### src/rtl/pwm_bank_pkg.sv
// Shared constants for the pwm_bank command interface: address map and
// command word layout.
package pwm_bank_pkg;

    localparam logic [3:0] ADDR_DIV  = 4'h8;
    localparam logic [3:0] ADDR_EN   = 4'h9;
    localparam logic [3:0] ADDR_POL  = 4'hA;
    localparam logic [3:0] ADDR_CTRL = 4'hB;

    localparam int ADDR_MSB  = 15;
    localparam int ADDR_LSB  = 12;
    localparam int PAYLOAD_W = 12;

    typedef struct packed {
        logic [ADDR_MSB-ADDR_LSB:0] addr;
        logic [PAYLOAD_W-1:0]       payload;
    } cmd_t;

endpackage

### src/rtl/pwm_channel.sv
// One PWM channel: double-buffered compare (shadow -> active on load),
// comparator against the shared period counter, registered output.
module pwm_channel #(
    parameter int CMP_WIDTH = 8
) (
    input  logic                 clk,
    input  logic                 rst_n,
    input  logic [CMP_WIDTH-1:0] cnt_i,
    input  logic                 load_i,
    input  logic                 en_i,
    input  logic                 pol_i,
    input  logic                 wr_i,
    input  logic [CMP_WIDTH-1:0] data_i,
    output logic                 pwm_o
);

    logic [CMP_WIDTH-1:0] shadow_q, active_q;
    logic                 pwm_q;

    // load samples the pre-write shadow, so a write coinciding with a wrap
    // only takes effect one period later.
    always_ff @(posedge clk or negedge rst_n) begin
        if (!rst_n) begin
            shadow_q <= '0;
            active_q <= '0;
            pwm_q    <= 1'b0;
        end else begin
            if (load_i) active_q <= shadow_q;
            if (wr_i)   shadow_q <= data_i;
            pwm_q <= en_i ? ((cnt_i < active_q) ^ pol_i) : pol_i;
        end
    end

    assign pwm_o = pwm_q;

endmodule

### src/rtl/pwm_bank.sv
// Multi-channel PWM controller: command decode, shared prescaler and period
// counter, and an array of double-buffered compare channels.
module pwm_bank
    import pwm_bank_pkg::*;
#(
    parameter int NUM_CH    = 8,
    parameter int CMP_WIDTH = 8,
    parameter int DIV_WIDTH = 3
) (
    input  logic              clk,
    input  logic              rst_n,
    input  logic              wr_valid,
    input  logic [15:0]       wr_data,
    output logic [NUM_CH-1:0] pwm_out,
    output logic              period_start,
    output logic              cfg_err
);

    cmd_t cmd;
    assign cmd = cmd_t'(wr_data);

    logic [DIV_WIDTH-1:0] div_q, pre_q, pre_d;
    logic [CMP_WIDTH-1:0] cnt_q, cnt_d;
    logic [NUM_CH-1:0]    en_q, pol_q;
    logic                 ps_q, err_q;

    logic tick, wrap, restart, load, wr_div, wr_en, wr_pol, mapped;

    assign tick    = (pre_q == div_q);
    assign wrap    = tick && (&cnt_q);
    assign wr_div  = wr_valid && (cmd.addr == ADDR_DIV);
    assign wr_en   = wr_valid && (cmd.addr == ADDR_EN);
    assign wr_pol  = wr_valid && (cmd.addr == ADDR_POL);
    assign restart = wr_valid && (cmd.addr == ADDR_CTRL) && cmd.payload[0];
    assign load    = wrap || restart;
    assign mapped  = (int'(cmd.addr) < NUM_CH) ||
                     ((cmd.addr >= ADDR_DIV) && (cmd.addr <= ADDR_CTRL));

    // A divider write clears the prescaler but the tick of that cycle
    // (computed from the old div) still advances the counter.
    always_comb begin
        pre_d = tick ? '0 : pre_q + 1'b1;
        if (restart || wr_div) pre_d = '0;
        cnt_d = tick ? cnt_q + 1'b1 : cnt_q;
        if (restart) cnt_d = '0;
    end

    always_ff @(posedge clk or negedge rst_n) begin
        if (!rst_n) begin
            div_q <= '0;
            pre_q <= '0;
            cnt_q <= '0;
            en_q  <= '1;
            pol_q <= '0;
            ps_q  <= 1'b0;
            err_q <= 1'b0;
        end else begin
            pre_q <= pre_d;
            cnt_q <= cnt_d;
            if (wr_div) div_q <= cmd.payload[DIV_WIDTH-1:0];
            if (wr_en)  en_q  <= cmd.payload[NUM_CH-1:0];
            if (wr_pol) pol_q <= cmd.payload[NUM_CH-1:0];
            ps_q  <= load;
            err_q <= wr_valid && !mapped;
        end
    end

    for (genvar i = 0; i < NUM_CH; i++) begin : g_ch
        pwm_channel #(.CMP_WIDTH(CMP_WIDTH)) u_ch (
            .clk   (clk),
            .rst_n (rst_n),
            .cnt_i (cnt_q),
            .load_i(load),
            .en_i  (en_q[i]),
            .pol_i (pol_q[i]),
            .wr_i  (wr_valid && (cmd.addr == 4'(i))),
            .data_i(cmd.payload[CMP_WIDTH-1:0]),
            .pwm_o (pwm_out[i])
        );
    end

    assign period_start = ps_q;
    assign cfg_err      = err_q;

    logic unused_payload;
    assign unused_payload = ^cmd.payload;

endmodule
### config.mk
export PLATFORM = sky130hd
export DESIGN_NAME = pwm_bank
export DESIGN_NICKNAME = d
export VERILOG_FILES = /design/src/rtl/pwm_bank_pkg.sv /design/src/rtl/pwm_channel.sv /design/src/rtl/pwm_bank.sv
export SDC_FILE = /design/constraint.sdc
export NUM_CORES = 1
export LEC_CHECK = 0
export BUFFER_PORTS_ARGS = -buffer_cell sky130_fd_sc_hd__buf_2
export CORE_MARGIN = 2
export CORE_UTILIZATION = 45
export CTS_CLUSTER_DIAMETER = 50
export DETAILED_ROUTE_END_ITERATION = 7
export SETUP_SLACK_MARGIN = 0.1
export SYNTH_ARGS = -nofsm -noshare
export SYNTH_HDL_FRONTEND = slang
export SYNTH_SLANG_ARGS = --single-unit
### constraint.sdc
create_clock -name clk -period 3 [get_ports clk]
set_clock_uncertainty 0.1 [all_clocks]
set_input_delay 0.45 -clock clk [delete_from_list [all_inputs] [get_ports clk]]
set_output_delay 0.45 -clock clk [all_outputs]
set_load 0.005 [all_outputs]
---- Word level (Yosys, flattened, before mapping) ----
Index checks and enable logic that the tools add are counted.
cells by class
  order comparisons ....................... 11
  eq/ne operators ......................... 12
  reduce and logical (&&, ||, !) cells .... 23
  add/subtract/negate cells ............... 2
  bitwise logic cells ..................... 8
  muxes and demuxes ....................... 12
operator list
  cell                                                              count
  8-bit less-than comparator                                        8
  4-bit by 3-bit == test with 1-bit output (second input constant)  4
  4-bit == test (second input constant)                             4
  1-bit logical AND                                                 16
  8-bit two-way mux                                                 2
  8-bit by 1-bit adder with 8-bit output (second input constant)    1
  4-bit by 2-bit == test with 1-bit output (second input constant)  2
  1-bit two-way mux                                                 8
  8-bit AND reduction                                               1
  1-bit XOR                                                         8
  3-bit two-way mux                                                 2
  4-bit by 1-bit == test with 1-bit output (second input constant)  1
  4-bit >= comparator (second input constant)                       1
  4-bit <= comparator (second input constant)                       1
  4-bit logical NOT                                                 1
  4-bit less-than comparator (second input constant)                1
  3-bit by 1-bit adder with 3-bit output (second input constant)    1
  3-bit == test                                                     1
  1-bit logical OR                                                  3
  2-bit nonzero test                                                1
  1-bit logical NOT                                                 1
storage, ports and cells
  input port bits ......................... 19
  output and inout port bits .............. 10
  logic and storage cells ................. 99
  register bits after elaboration ......... 168

---- Longest topological paths before layout ----
Gate-level depths: netlist of the first run.
  word-level depth ........................ 5
  mapped depth ............................ 8
  gate-level depth less buffers ........... 7

---- Cells and area by module ----
Synthesis of the first run repeated with hierarchy kept, for this count alone.
unflattened totals
  cell total of the unflattened synthesis .. 652
  area, all modules ....................... 8082.8 µm²
by module, submodules not included
  module       instances  cells each  area an instance (µm²)  sequential area each (µm²)
  pwm_channel  8          67          830.8                   425.4
  pwm_bank     1          116         1436.4                  810.8

---- Worst setup path after synthesis of the first run ----
No wires, ideal clock.
  path type ............................... register to register
  start point ............................. reg cnt_q[1]
  end point ............................... reg g_ch[1].u_ch.active_q[0]
  period minus slack after synthesis ...... 1.980 ns
  cell stages (with the launch flop) ...... 8
  buffers on the path ..................... 2
  arrival time ............................ 1.755 ns
  required time ........................... 2.775 ns
  setup time .............................. 0.125 ns
  slack ................................... 1.020 ns
  path through ............................ dfrtp_1 -> ha_1 -> and3_1 -> nand2_4 -> o21ai_4 -> buf_12 -> buf_12 -> mux2_4
between the ends
  word-level cells in the longest chain between the ends .. 3
RTL lines
  element                   RTL line           text
  start: declaration        pwm_bank.sv:23     logic [CMP_WIDTH-1:0] cnt_q, cnt_d;
  start signal: assignment  pwm_bank.sv:59     cnt_q <= cnt_d;
  8-bit AND reduction       pwm_bank.sv:30     assign wrap = tick && (&cnt_q);
  1-bit logical AND         pwm_bank.sv:30
  1-bit logical OR          pwm_bank.sv:35     assign load = wrap || restart;
  end signal: assignment    pwm_channel.sv:28  if (load_i) active_q <= shadow_q;
  end: declaration          pwm_channel.sv:17  logic [CMP_WIDTH-1:0] shadow_q, active_q;
Every way passes these cells.
A chain may end at the register's enable or synchronous reset.

---- Worst setup path in the final report of the first run ----
  start point ............................. reg div_q[1]
  end point ............................... reg g_ch[0].u_ch.active_q[4]
between the ends
  word-level cells in the longest chain between the ends .. 3
RTL lines
  element                   RTL line           text
  start: declaration        pwm_bank.sv:22     logic [DIV_WIDTH-1:0] div_q, pre_q, pre_d;
  start signal: assignment  pwm_bank.sv:60     if (wr_div) div_q <= cmd.payload[DIV_WIDTH-1:0];
  3-bit == test             pwm_bank.sv:29     assign tick = (pre_q == div_q);
  1-bit logical AND         pwm_bank.sv:30
  1-bit logical OR          pwm_bank.sv:35
  end signal: assignment    pwm_channel.sv:28
  end: declaration          pwm_channel.sv:17
Every way passes these cells.

==> summary by stage, run 1 <==
Synthesis
The cell taking the most area after synthesis is sky130_fd_sc_hd__dfrtp_1. The total standard cell area after synthesis is 8200 um^2. After synthesis, flip-flops and latches occupy 51.4% of the total area. The mean area per synthesized cell is 13.3 um^2.

For this run, asynchronously set or reset flops after synthesis account for 100%. Among all flip-flop cells after synthesis, the most frequent one is sky130_fd_sc_hd__dfrtp_1. The synthesized net count is 696.

The portion of synthesized cell area occupied by the leading cell type is 48.8%. The yosys synthesis warning count is 0. The number of enable-type register cells in the synthesized netlist is 0. Synthesis inferred 168 register bits. Sorting the synthesized cells by area gives the leading types as sky130_fd_sc_hd__dfrtp_1 49%, sky130_fd_sc_hd__mux2_2 13%, sky130_fd_sc_hd__mux2_4 9.0%.

The instance count of the mapped netlist is 619. After synthesis, the netlist uses 33 different library cells.

Setup path
The critical path in this run is classified as reg2reg. In this design, the stage delay of the slowest critical-path cell is 0.40 ns. The setup slack of the worst register-to-register path is 0.73 ns. The end point of the critical path is g_ch[0].u_ch.active_q[4]$_DFFE_PN0P_. For the worst flop-to-flop path, the logic depth is 6. The critical path goes through xnor2_1 -> and3_1 -> nand2_4 -> o21ai_4 -> buf_4 -> mux2_4. For the worst setup path, the data required time is 3.20 ns. The worst register-to-register path ends at g_ch[0].u_ch.active_q[4]$_DFFE_PN0P_. The worst path buffer plus inverter count is 1.

The endpoint type of the worst setup path is a flop. The kind of cell with the highest combined delay along the critical path is simple AND/OR/NAND/NOR gates. The depth of the critical timing path with buffers and inverters included is 6.

Of all nets on the critical path, the largest fanout is 16. The worst register-to-register path begins at div_q[1]$_DFFE_PN0P_. The worst setup path is launched from a flop. The most critical setup path has its startpoint at div_q[1]$_DFFE_PN0P_. The slowest stage of the critical path belongs to the cell sky130_fd_sc_hd__dfrtp_1.

For the worst setup path, the data arrival time is 2.47 ns.

Floorplanning
The effective utilization at floorplan is 45.8%. The die area is 19300 um^2. The top-level I/O count is 29. The core outline area is 17900 um^2. From bottom edge to top edge, the die measures 139 um.

The floorplan step set the die width to 139 um. In this run the core area contains 49 standard-cell rows.

GRT
The number of global-route vias before repair was 4914. The leftover overflow at the end of global routing is 0. The total global-route track usage is 18.6%.

The initial antenna violation count came to 0. The first global-routing pass estimated 27.4 mm of wire. Entering global routing, the biggest net connects 99 pins.

CTS
The buffer count from post-CTS setup fixing is 0. In this run, post-CTS repair resized a total of 0 instances. The TritonCTS clock tree is yes.

The latest clock arrival within the worst-skew pair is 0.43 ns. The root buffer selected by CTS is sky130_fd_sc_hd__clkbuf_16. The number of sinks driven by the clock tree is 168. The clock passes through at most 2 buffers. The count of H-tree levels built during CTS is 4. For this design, the CTS-stage hold fixing added 0 buffers. The number of clock buffers inserted by TritonCTS is 17. Clock-pin slew was measured on the worst setup and hold paths at 0.07 ns.

Drt
The remaining routing DRC violations is 0. The per-cell routed wire length is 18.7 um. The final route contains 4689 vias. After detailed routing, the total wire length is 16.7 mm. The average vias per placed instance is 5.23. The violation count after the first detailed-routing iteration is 226. The count of antenna-violating nets left after detailed routing is 0. The first detailed-routing pass ran for 4 iterations.

Finish
The sequential standard cell area is 4210 um^2. The area taken by multi-input logic gates is 3530 um^2. The post-route netlist has 35.4% of its cells at a drive strength greater than 1. Counting the fill cells in the layout gives 1585. At the end of the flow the core is filled with cells to 51.0%. The number of inserted diodes is 0. The net count of the finished layout is 731. The area growth from synthesis to layout is 11.2%.

STA
The setup violation total in the final timing report is 0. The number of failing hold endpoints at the final stage came to 6. Headroom to the max-slew limit came out at 38.0%.

The maximum achievable frequency is 441 MHz. Setup repair after global routing left no endpoint under its margin. For the pin with the worst max-slew slack, the measured transition is 0.930 ns. The setup TNS is 0 ns. Across all hold checks on the routed design, the worst slack comes to -0.0440 ns.

The final clock period utilization by the worst path is 75.7%. The worst path in the final design needs a cycle of 2.27 ns, including I/O delays and setup. The final number of max-transition violations is 0.

Hold path
The class of the tightest hold or removal check is in2async.

Placed design
Summed over all nets, the half-perimeter wirelength after detailed placement is 11.0 mm. The count of input and output buffers is 24. The routability congestion estimate from global placement is 0.754.

Power
The cell leakage power is 0.00420 uW. The maximum vdd drop is 0.486 mV. The power per standard cell area is 806 nW/um^2.

Outcome
The run finished, with violations left. The checks that failed: negative hold slack.

Flow run
Max-cap violations in this run came to 0.
[cell usage in the layout, fill, tap and decap left out, types with 3 or more instances in the layout]
cell type,count
sky130_fd_sc_hd__clkbuf_16,17
sky130_fd_sc_hd__a31oi_1,16
sky130_fd_sc_hd__buf_4,19
sky130_fd_sc_hd__mux2_2,98
sky130_fd_sc_hd__xnor2_1,15
sky130_fd_sc_hd__dfrtp_1,160
sky130_fd_sc_hd__and3_1,4
sky130_fd_sc_hd__ha_1,58
sky130_fd_sc_hd__clkinv_4,5
sky130_fd_sc_hd__a2111o_1,8
sky130_fd_sc_hd__nand3_1,14
sky130_fd_sc_hd__nand2_1,18
sky130_fd_sc_hd__nor3_1,8
sky130_fd_sc_hd__xor2_1,4
sky130_fd_sc_hd__nor2_1,31
sky130_fd_sc_hd__mux2_4,49
sky130_fd_sc_hd__nand2b_1,12
sky130_fd_sc_hd__buf_2,23
sky130_fd_sc_hd__inv_1,58
sky130_fd_sc_hd__nand4_1,3
sky130_fd_sc_hd__nand3b_1,8
sky130_fd_sc_hd__dfstp_2,8
sky130_fd_sc_hd__o21ai_0,8
[cells by family after synthesis]
logic type | after synthesis | share of synthesized area, %
DFF | 168 | 51.4
muxes | 147 | 22.4
and+or+nand+nor | 107 | 6.62
buffers and inverters | 86 | 5.64
adders and majority gates | 58 | 8.85
AOI/OAI and AO/OA | 34 | 3.07
xor gates and xnor gates | 19 | 2.03
[through the flow]
stage	setup WS [ns]	hold slack, ns	std cells	area, um^2	total power, uW
after global routing	0.631	0.0605	896	9120	7850
after detailed placement	0.735	0.361	864	8530	5230
after CTS	0.710	0.0331	896	9120	7430
final	0.730	-0.0440	896	9120	7350
after global placement	0.774	0.359	864	8530	5110
after floorplan	1.02	0.0544	619	8200	4640
[synthesized netlist by cell type, types with 6 or more instances]
library cell / n
sky130_fd_sc_hd__clkbuf_1: 6
sky130_fd_sc_hd__dfrtp_1: 160
sky130_fd_sc_hd__nor2_1: 31
sky130_fd_sc_hd__buf_12: 6
sky130_fd_sc_hd__nand2b_1: 12
sky130_fd_sc_hd__a31oi_1: 16
sky130_fd_sc_hd__nor3_1: 8
sky130_fd_sc_hd__nand3_1: 14
sky130_fd_sc_hd__mux2_2: 98
sky130_fd_sc_hd__ha_1: 58
sky130_fd_sc_hd__o21ai_0: 8
sky130_fd_sc_hd__mux2_4: 49
sky130_fd_sc_hd__inv_1: 58
sky130_fd_sc_hd__xnor2_1: 15
sky130_fd_sc_hd__a2111o_1: 8
sky130_fd_sc_hd__nand2_1: 18
sky130_fd_sc_hd__nand3b_1: 8
sky130_fd_sc_hd__dfstp_2: 8
sky130_fd_sc_hd__buf_4: 9
[routing by layer]
| metal | track usage (%) | part of all wire (%) | routed length, um | vias up |
|---|---|---|---|---|
| li1 | - | - | - | 2204 |
| met1 | 26.0 | 48 | 8090 | 2410 |
| met2 | 29.7 | 47 | 7780 | 58 |
| met3 | 3.83 | 3.6 | 610 | 17 |
| met4 | 5.48 | 1.5 | 256 | 0 |
| met5 | 0 | 0 | 0 | - |
[power breakdown]
group | leakage [uW] | total, uW | internal [uW] | switching, uW
clock | 0.000284 | 2180 | 1260 | 926
combinational | 0.00179 | 2070 | 1050 | 1020
sequential | 0.00212 | 3110 | 2830 | 280
total | 0.00420 | 7350 | 5130 | 2230
[flip-flops by register name (all words and copies together), names as in the netlist]
name / count
pol_q: 8
g_ch.u_ch.shadow_q: 64
g_ch.u_ch.active_q: 64
cnt_q: 8
div_q: 3
en_q: 8
period_start: 1
g_ch.u_ch.pwm_o: 8
pre_q: 3
cfg_err: 1
[how the worst min path moves through the flow]
| stage | start | to | slack, ns | cells after the start |
|---|---|---|---|---|
| floorplan | rst_n | cfg_err$_DFF_PN0_ | 0.05 | 0 |
| global placement | pol_q[0]$_DFFE_PN0P_ | g_ch[0].u_ch.pwm_o$_DFF_PN0_ | 0.36 | 1 |
| detailed placement | pol_q[1]$_DFFE_PN0P_ | g_ch[1].u_ch.pwm_o$_DFF_PN0_ | 0.36 | 1 |
| CTS | rst_n | g_ch[3].u_ch.active_q[2]$_DFFE_PN0P_ | 0.03 | 1 |
| global route | rst_n | g_ch[3].u_ch.pwm_o$_DFF_PN0_ | 0.06 | 1 |
| finish | rst_n | g_ch[3].u_ch.pwm_o$_DFF_PN0_ | -0.04 | 1 |
[final cells by class]
type                       instances  area share, %
sequential                       168           46.2
multi-input combinational        365           38.7
clock buffer                      19           4.86
timing repair buffer              44           3.17
clock inverter                    13           1.60
inverter                          58           2.39
tap                              229           3.14
Note: power is estimated with default switching activity, not from simulation.
==> inputs of run 2 (changes only) <==
clock period = 2.35 ns   (was 3 ns; I/O delays follow)
==> run 2 against run 1 <==
Total power up 30%; the flow now finishes without violations; routed wire length up 4.7%; core utilization up 0.65 points; critical path type unchanged; flip-flop and latch count unchanged; combinational power up 26%.
==> summary by stage, run 2 (same netlist as run 1, synthesis figures left out) <==
Finish
The final instance area is 9240 um^2. The leading cell type in the layout, fill and taps excluded is sky130_fd_sc_hd__dfrtp_1. After the last flow step, the layout net total stands at 737.

The share of post-route cells with drive strength above 1 is 36.1%. The area growth from synthesis to layout is 12.6%. In the layout the commonest cells are 159 x sky130_fd_sc_hd__dfrtp_1, 98 x sky130_fd_sc_hd__mux2_2, 58 x sky130_fd_sc_hd__inv_1, 58 x sky130_fd_sc_hd__ha_1, 49 x sky130_fd_sc_hd__mux2_4. 0 antenna diodes ended up in the layout. In the final layout, the registers with the most flip-flops are g_ch.u_ch.active_q (64), g_ch.u_ch.shadow_q (64).

Power
The net switching fraction of the power is 31.1%. The clock share of power is 30.3%. Of the total power, combinational logic draws 27.2%.

The cell leakage power is 0.00425 uW. The maximum vdd drop is 0.580 mV. For this design the total switching power over the nets is 2970 uW. The design internal power is 6590 uW. The total power consumption of the routed design is 9570 uW. Power spread over the standard cell area amounts to 1040 nW/um^2.

Sequential cells account for 42.5% of the total power.

Hold path
The min-delay analysis places its worst path in the category in2reg. Counting instances, the worst hold path has a depth of 2.

GRT
The initial antenna violation count is 1. The largest net degree at the start of global routing is 55. For this run, the total global-route usage over all layers was measured as 19.6%.

The number of global-route vias before repair came to 5065. The first global-routing pass estimated 28.7 mm of wire. Summed over all layers, the global routing overflow is 0.

Floorplanning
Pin placement for this block handled 29 I/O pins. The effective utilization at floorplan is 45.8%. The chip height is 139 um. The number of standard-cell rows in the floorplan is 49.

In this run the horizontal extent of the chip is 139 um. The core region is 17900 um^2. The die area is 19300 um^2.

Setup path
Setup slack on the worst reg-to-reg path comes out at 0.25 ns. The end point of the critical path is g_ch[7].u_ch.active_q[1]$_DFFE_PN0P_. STA classifies the critical path startpoint as a flop. The critical path in this run is classified as reg2reg. Counting cells, the worst reg-to-reg path comes to 6. STA classifies the critical path endpoint as a flop. The maximum fanout count along the critical path is 24. The worst setup path startpoint is cnt_q[0]$_DFFE_PN0P_. The data required time of the critical path is 2.57 ns. In this run the critical register-to-register path is captured at g_ch[7].u_ch.active_q[1]$_DFFE_PN0P_. The worst register-to-register path begins at cnt_q[0]$_DFFE_PN0P_. Data arrives at the worst endpoint at 2.32 ns.

CTS
The root buffer selected by CTS is sky130_fd_sc_hd__clkbuf_16. The clock passes through at most 2 buffers. The latest clock arrival within the worst-skew pair is 0.43 ns. TritonCTS built the clock tree.

CTS saw 168 sinks. The number of clock buffers inserted by TritonCTS is 17. CTS built an H-tree with a depth of 4. The buffer count from post-CTS setup fixing is 0.

After clock tree synthesis, the clock-pin slew on the worst setup and hold paths is 0.07 ns.

STA
Setup total negative slack on the finished layout was measured at 0 ns. Measured against its own limit, the worst slew margin works out to 61.5%. The final number of max-transition violations is 0.

At the pin with the least slew margin, the transition time is 0.578 ns. Across all setup checks in the final design, the least slack found is 0.252 ns. Setup violations remaining at the end of the flow were counted as 0. The final critical path takes up 89.3% of the cycle.

The number of failing hold endpoints at the final stage is 0. Hold timing on the final database bottoms out at a slack of 0.174 ns. Setup repair after global routing left no endpoint under its margin.

The final critical-path required period is 2.10 ns. Derived from the worst setup path, the maximum achievable clock frequency is 477 MHz.

Drt
The violation count after the first detailed-routing iteration is 224. In the routed design, unresolved DRC markers number 0. The average vias per placed instance is 5.23. The count of antenna-violating nets left after detailed routing is 0. The number of vias in the routed layout is 4717. The per-cell routed wire length is 19.4 um. The number of optimization iterations in the first detailed-route pass is 4. The final layout contains routed wiring with a total length of 17.5 mm.

Flow run
Across the run, the number of max-cap violations was 0.

Placed design
Buffers placed on the I/O ports in this run total 24. The placed instances occupy a cell area of 8620 um^2. The estimated wirelength of the detail-placed design is 11.5 mm. Timing analysis after detailed placement gives a worst setup slack of 0.169 ns. The routability congestion estimate from global placement is 0.830.

Outcome
The run finished with clean final reports.
## run 2: per-layer routing
metal	part of all wire [%]	track usage (%)	up-vias
met5	0	0	-
met4	0.87	5.10	0
met2	47	31.1	66
met1	48	27.5	2433
met3	3.7	4.52	11
li1	-	-	2207
## run 2: worst min-delay path by stage
stage | start | slack, ns | end
2_1_floorplan | rst_n | -0.04 | cfg_err$_DFF_PN0_
3_3_place_gp | rst_n | 0.24 | g_ch[3].u_ch.shadow_q[3]$_DFFE_PN0P_
3_5_place_dp | rst_n | 0.25 | g_ch[3].u_ch.shadow_q[3]$_DFFE_PN0P_
4_1_cts | wr_valid | 0.16 | cfg_err$_DFF_PN0_
5_1_grt | wr_valid | 0.14 | cfg_err$_DFF_PN0_
6_report | wr_valid | 0.17 | cfg_err$_DFF_PN0_
## run 2: final cells by class
| type | count | area, um^2 |
|---|---|---|
| multi-input combinational | 365 | 3530 |
| timing repair buffer | 50 | 387 |
| clock buffer | 17 | 425 |
| tap | 229 | 287 |
| fill | 1576 | 8660 |
| clock inverter | 15 | 181 |
| inverter | 58 | 218 |
| sequential | 168 | 4220 |
## run 2: metrics by stage
step,util (%),instances
finish,51.6,902
global route,51.6,902
CTS,51.6,902
detailed placement,48.2,869
global placement,48.2,869
floorplan,-,619
## run 2: power groups by stage
stage          logic, uW  registers, uW  clock network (uW)
2_1_floorplan       1930           4000                   0
3_3_place_gp        2510           4080                   0
3_5_place_dp        2620           4120                   0
4_1_cts             2640           4070                2950
5_1_grt             2950           4160                3110
6_report            2600           4060                2900
## run 2: worst max-delay path, cell delays in order, from the launching register on
cell and delay, ns:
sky130_fd_sc_hd__dfrtp_1 0.47, sky130_fd_sc_hd__ha_1 0.21, sky130_fd_sc_hd__and3_1 0.23, sky130_fd_sc_hd__nand2_4 0.08
sky130_fd_sc_hd__o21ai_4 0.27, sky130_fd_sc_hd__buf_12 0.26, sky130_fd_sc_hd__mux2_2 0.36
## run 2: repair_timing
action,4_1_cts,5_1_grt
setup endpoints to repair,0,13
hold buffers,1,0
gates resized for setup,0,1
endpoints found under the hold margin,46,0
==> inputs of run 3 (changes only) <==
CORE_UTILIZATION = 54   (was 45)
PLACE_DENSITY = 0.71   (was not set)
==> run 3 against run 2 <==
Clock power down 4%; critical path type unchanged; total power is 1.2% lower; sequential share of layout area grew 0.35 points; non-clock buffer count stayed put; cell count is 4.5% lower; worst setup slack better by 0.021 ns; sequential power shrank 1%.
==> summary by stage, run 3 (same netlist as run 1, synthesis figures left out) <==
STA
The number of failing hold endpoints at the final stage is 0. Setup repair after global routing left no endpoint under its margin. The maximum achievable frequency is 481 MHz. Headroom to the max-slew limit came out at 60.0%. The slew at the pin with the worst max-slew slack is 0.600 ns. In the final timing run, aggregate negative setup slack is 0 ns. The final number of max-transition violations is 0.

On the final layout, the worst hold slack is 0.196 ns. The clock period could shrink to 2.08 ns. Setup violations remaining at the end of the flow were counted as 0. The final clock period utilization by the worst path is 88.4%.

Drt
The remaining routing DRC violations is 0. The detailed router placed 4728 vias in this run. The average vias per placed instance is 5.49. In this run, the number of DRC markers left after iteration 0 of detailed routing was 235. The count of nets left with antenna violations once routing finished came out at 0. The per-cell routed wire length is 18.9 um. The number of optimization iterations in the first detailed-route pass is 4. The total wirelength of the detailed-routed design is 16.3 mm.

GRT
The initial antenna violation count was 0. The total global-route track usage is 22.1%. The first global-routing pass estimated 26.7 mm of wire. The total overflow left after global routing is 0.

The largest net degree at the start of global routing is 61. The number of global-route vias before repair was 4970.

CTS
The clock transition time at the flip-flop clock pins of the worst setup and hold paths is 0.06 ns. The number of sinks driven by the clock tree is 168. The number of clock buffers inserted by TritonCTS is 17.

The latest clock arrival within the worst-skew pair is 0.42 ns. TritonCTS built the clock tree. The maximum root-to-sink buffer count is 2. The tree is rooted in a sky130_fd_sc_hd__clkbuf_16.

The count of H-tree levels built during CTS is 4. The buffer count from post-CTS setup fixing is 0.

Floorplanning
The die area is 16200 um^2. In this run the count of I/O pins placed on the die edge is 29. Once the floorplan was initialized, standard cells occupied 54.6% of the core. The floorplan has 45 rows. The core outline area is 15000 um^2. The floorplan step set the die width to 127 um. Measured along the y axis, the die boundary spans 127 um.

Setup path
In this run the worst path has a maximum fanout of 35. The setup slack of the worst register-to-register path is 0.27 ns. In this run the critical register-to-register path is launched from pre_q[2]$_DFF_PN0_. STA classifies the critical path startpoint as a flop.

The data arrival at the endpoint of the critical path is 2.29 ns. Counting cells, the worst reg-to-reg path comes to 6. For the worst setup path, the data required time is 2.56 ns. The worst register-to-register path ends at g_ch[4].u_ch.active_q[7]$_DFFE_PN0P_. The critical path in this run is classified as reg2reg. The worst setup path is captured at a flop.

Finish
In the final layout, the registers with the most flip-flops are g_ch.u_ch.active_q (64), g_ch.u_ch.shadow_q (64). Of the cells placed in the final design, the portion with a size suffix greater than 1 is 36.0%. The leading cell type in the layout, fill and taps excluded is sky130_fd_sc_hd__dfrtp_1. Compared with the post-synthesis result, the final layout area differs by 11.7%. The top cell types in the final layout, fill and taps aside, are 160 x sky130_fd_sc_hd__dfrtp_1, 98 x sky130_fd_sc_hd__mux2_2, 58 x sky130_fd_sc_hd__inv_1, 58 x sky130_fd_sc_hd__ha_1, 49 x sky130_fd_sc_hd__mux2_4. The number of nets in the layout is 737. The layout has 1129 filler cells. The number of inserted diodes is 0.

Flow run
The tool flagged a number of max-cap violations equal to 0.

Power
The maximum vdd drop is 0.591 mV. The power per standard cell area is 1030 nW/um^2. For this design the static power due to leakage is 0.00425 uW.

The total power consumption of the routed design is 9450 uW.

Placed design
The estimated wirelength of the detail-placed design is 10.8 mm. The routability congestion estimate from global placement is 0.846. The count of input and output buffers is 24.

Hold path
The min-delay analysis places its worst path in the category in2reg. The launch instance of the worst min-delay path is wr_valid. Counting instances, the worst hold path has a depth of 2. For hold timing, the worst endpoint is cfg_err$_DFF_PN0_.

Outcome
The run finished with clean final reports.
==> run 3: cell types whose count changed in the layout (fill, tap and decap cells not counted), moves of 4 or more <==
cell and change:
sky130_fd_sc_hd__clkinv_2 +5, sky130_fd_sc_hd__inv_8 -4, sky130_fd_sc_hd__inv_6 -4, sky130_fd_sc_hd__clkbuf_8 +4
==> run 3: critical path, cell delays in order, from the launching register on <==
cell                      delay (ns)
sky130_fd_sc_hd__dfrtp_1        0.40
sky130_fd_sc_hd__xnor2_1        0.21
sky130_fd_sc_hd__and3_1         0.26
sky130_fd_sc_hd__nand2_4        0.08
sky130_fd_sc_hd__o21ai_4        0.21
sky130_fd_sc_hd__buf_12         0.30
sky130_fd_sc_hd__mux2_2         0.37
==> run 3: layer usage <==
metal / global-route usage, % / share of wire, % / vias up
met5: 0 / 0 / -
met4: 7.82 / 2.4 / 0
met3: 5.23 / 4.0 / 25
met2: 35.7 / 47 / 77
met1: 29.4 / 46 / 2415
li1: - / - / 2211
==> run 3: worst max-delay path by stage <==
| stage | cells after the start | slack, ns | start | end |
|---|---|---|---|---|
| finish | 6 | 0.27 | pre_q[2]$_DFF_PN0_ | g_ch[4].u_ch.active_q[7]$_DFFE_PN0P_ |
| global route | 6 | 0.18 | pre_q[0]$_DFF_PN0_ | g_ch[6].u_ch.active_q[7]$_DFFE_PN0P_ |
| CTS | 6 | 0.27 | pre_q[2]$_DFF_PN0_ | g_ch[4].u_ch.active_q[7]$_DFFE_PN0P_ |
| detailed placement | 7 | 0.28 | wr_data[14] | g_ch[4].u_ch.active_q[7]$_DFFE_PN0P_ |
| global placement | 7 | 0.31 | wr_data[14] | g_ch[4].u_ch.active_q[7]$_DFFE_PN0P_ |
| floorplan | 7 | 0.37 | cnt_q[1]$_DFFE_PN0P_ | g_ch[1].u_ch.active_q[0]$_DFFE_PN0P_ |
==> run 3: layout make-up <==
class | instances | area [um^2] | area share (%)
Inverter | 58 | 218 | 2.38
Clock inverter | 11 | 119 | 1.30
Tap cell | 188 | 235 | 2.57
Multi-Input combinational cell | 365 | 3530 | 38.5
Timing Repair Buffer | 50 | 374 | 4.08
Clock buffer | 21 | 480 | 5.24
Sequential cell | 168 | 4210 | 46.0
==> run 3: timing repair <==
action | in CTS | in global routing
hold buffers | 1 | 0
gates resized for setup | 0 | 0
hold endpoints to repair | 52 | 0
==> run 3: through the flow <==
step | utilization [%] | cells | setup WS (ns) | cell area (um^2)
4_1_cts | 61.0 | 861 | 0.275 | 9170
3_3_place_gp | 56.9 | 828 | 0.308 | 8560
5_1_grt | 61.0 | 861 | 0.180 | 9170
2_1_floorplan | - | 619 | 0.370 | 8200
3_5_place_dp | 56.9 | 828 | 0.280 | 8560
6_report | 61.0 | 861 | 0.273 | 9170
==> run 3: where the power goes <==
group / switching, uW / internal, uW
sequential: 399 / 3610
clock: 1110 / 1670
combinational: 1270 / 1390
total: 2780 / 6670
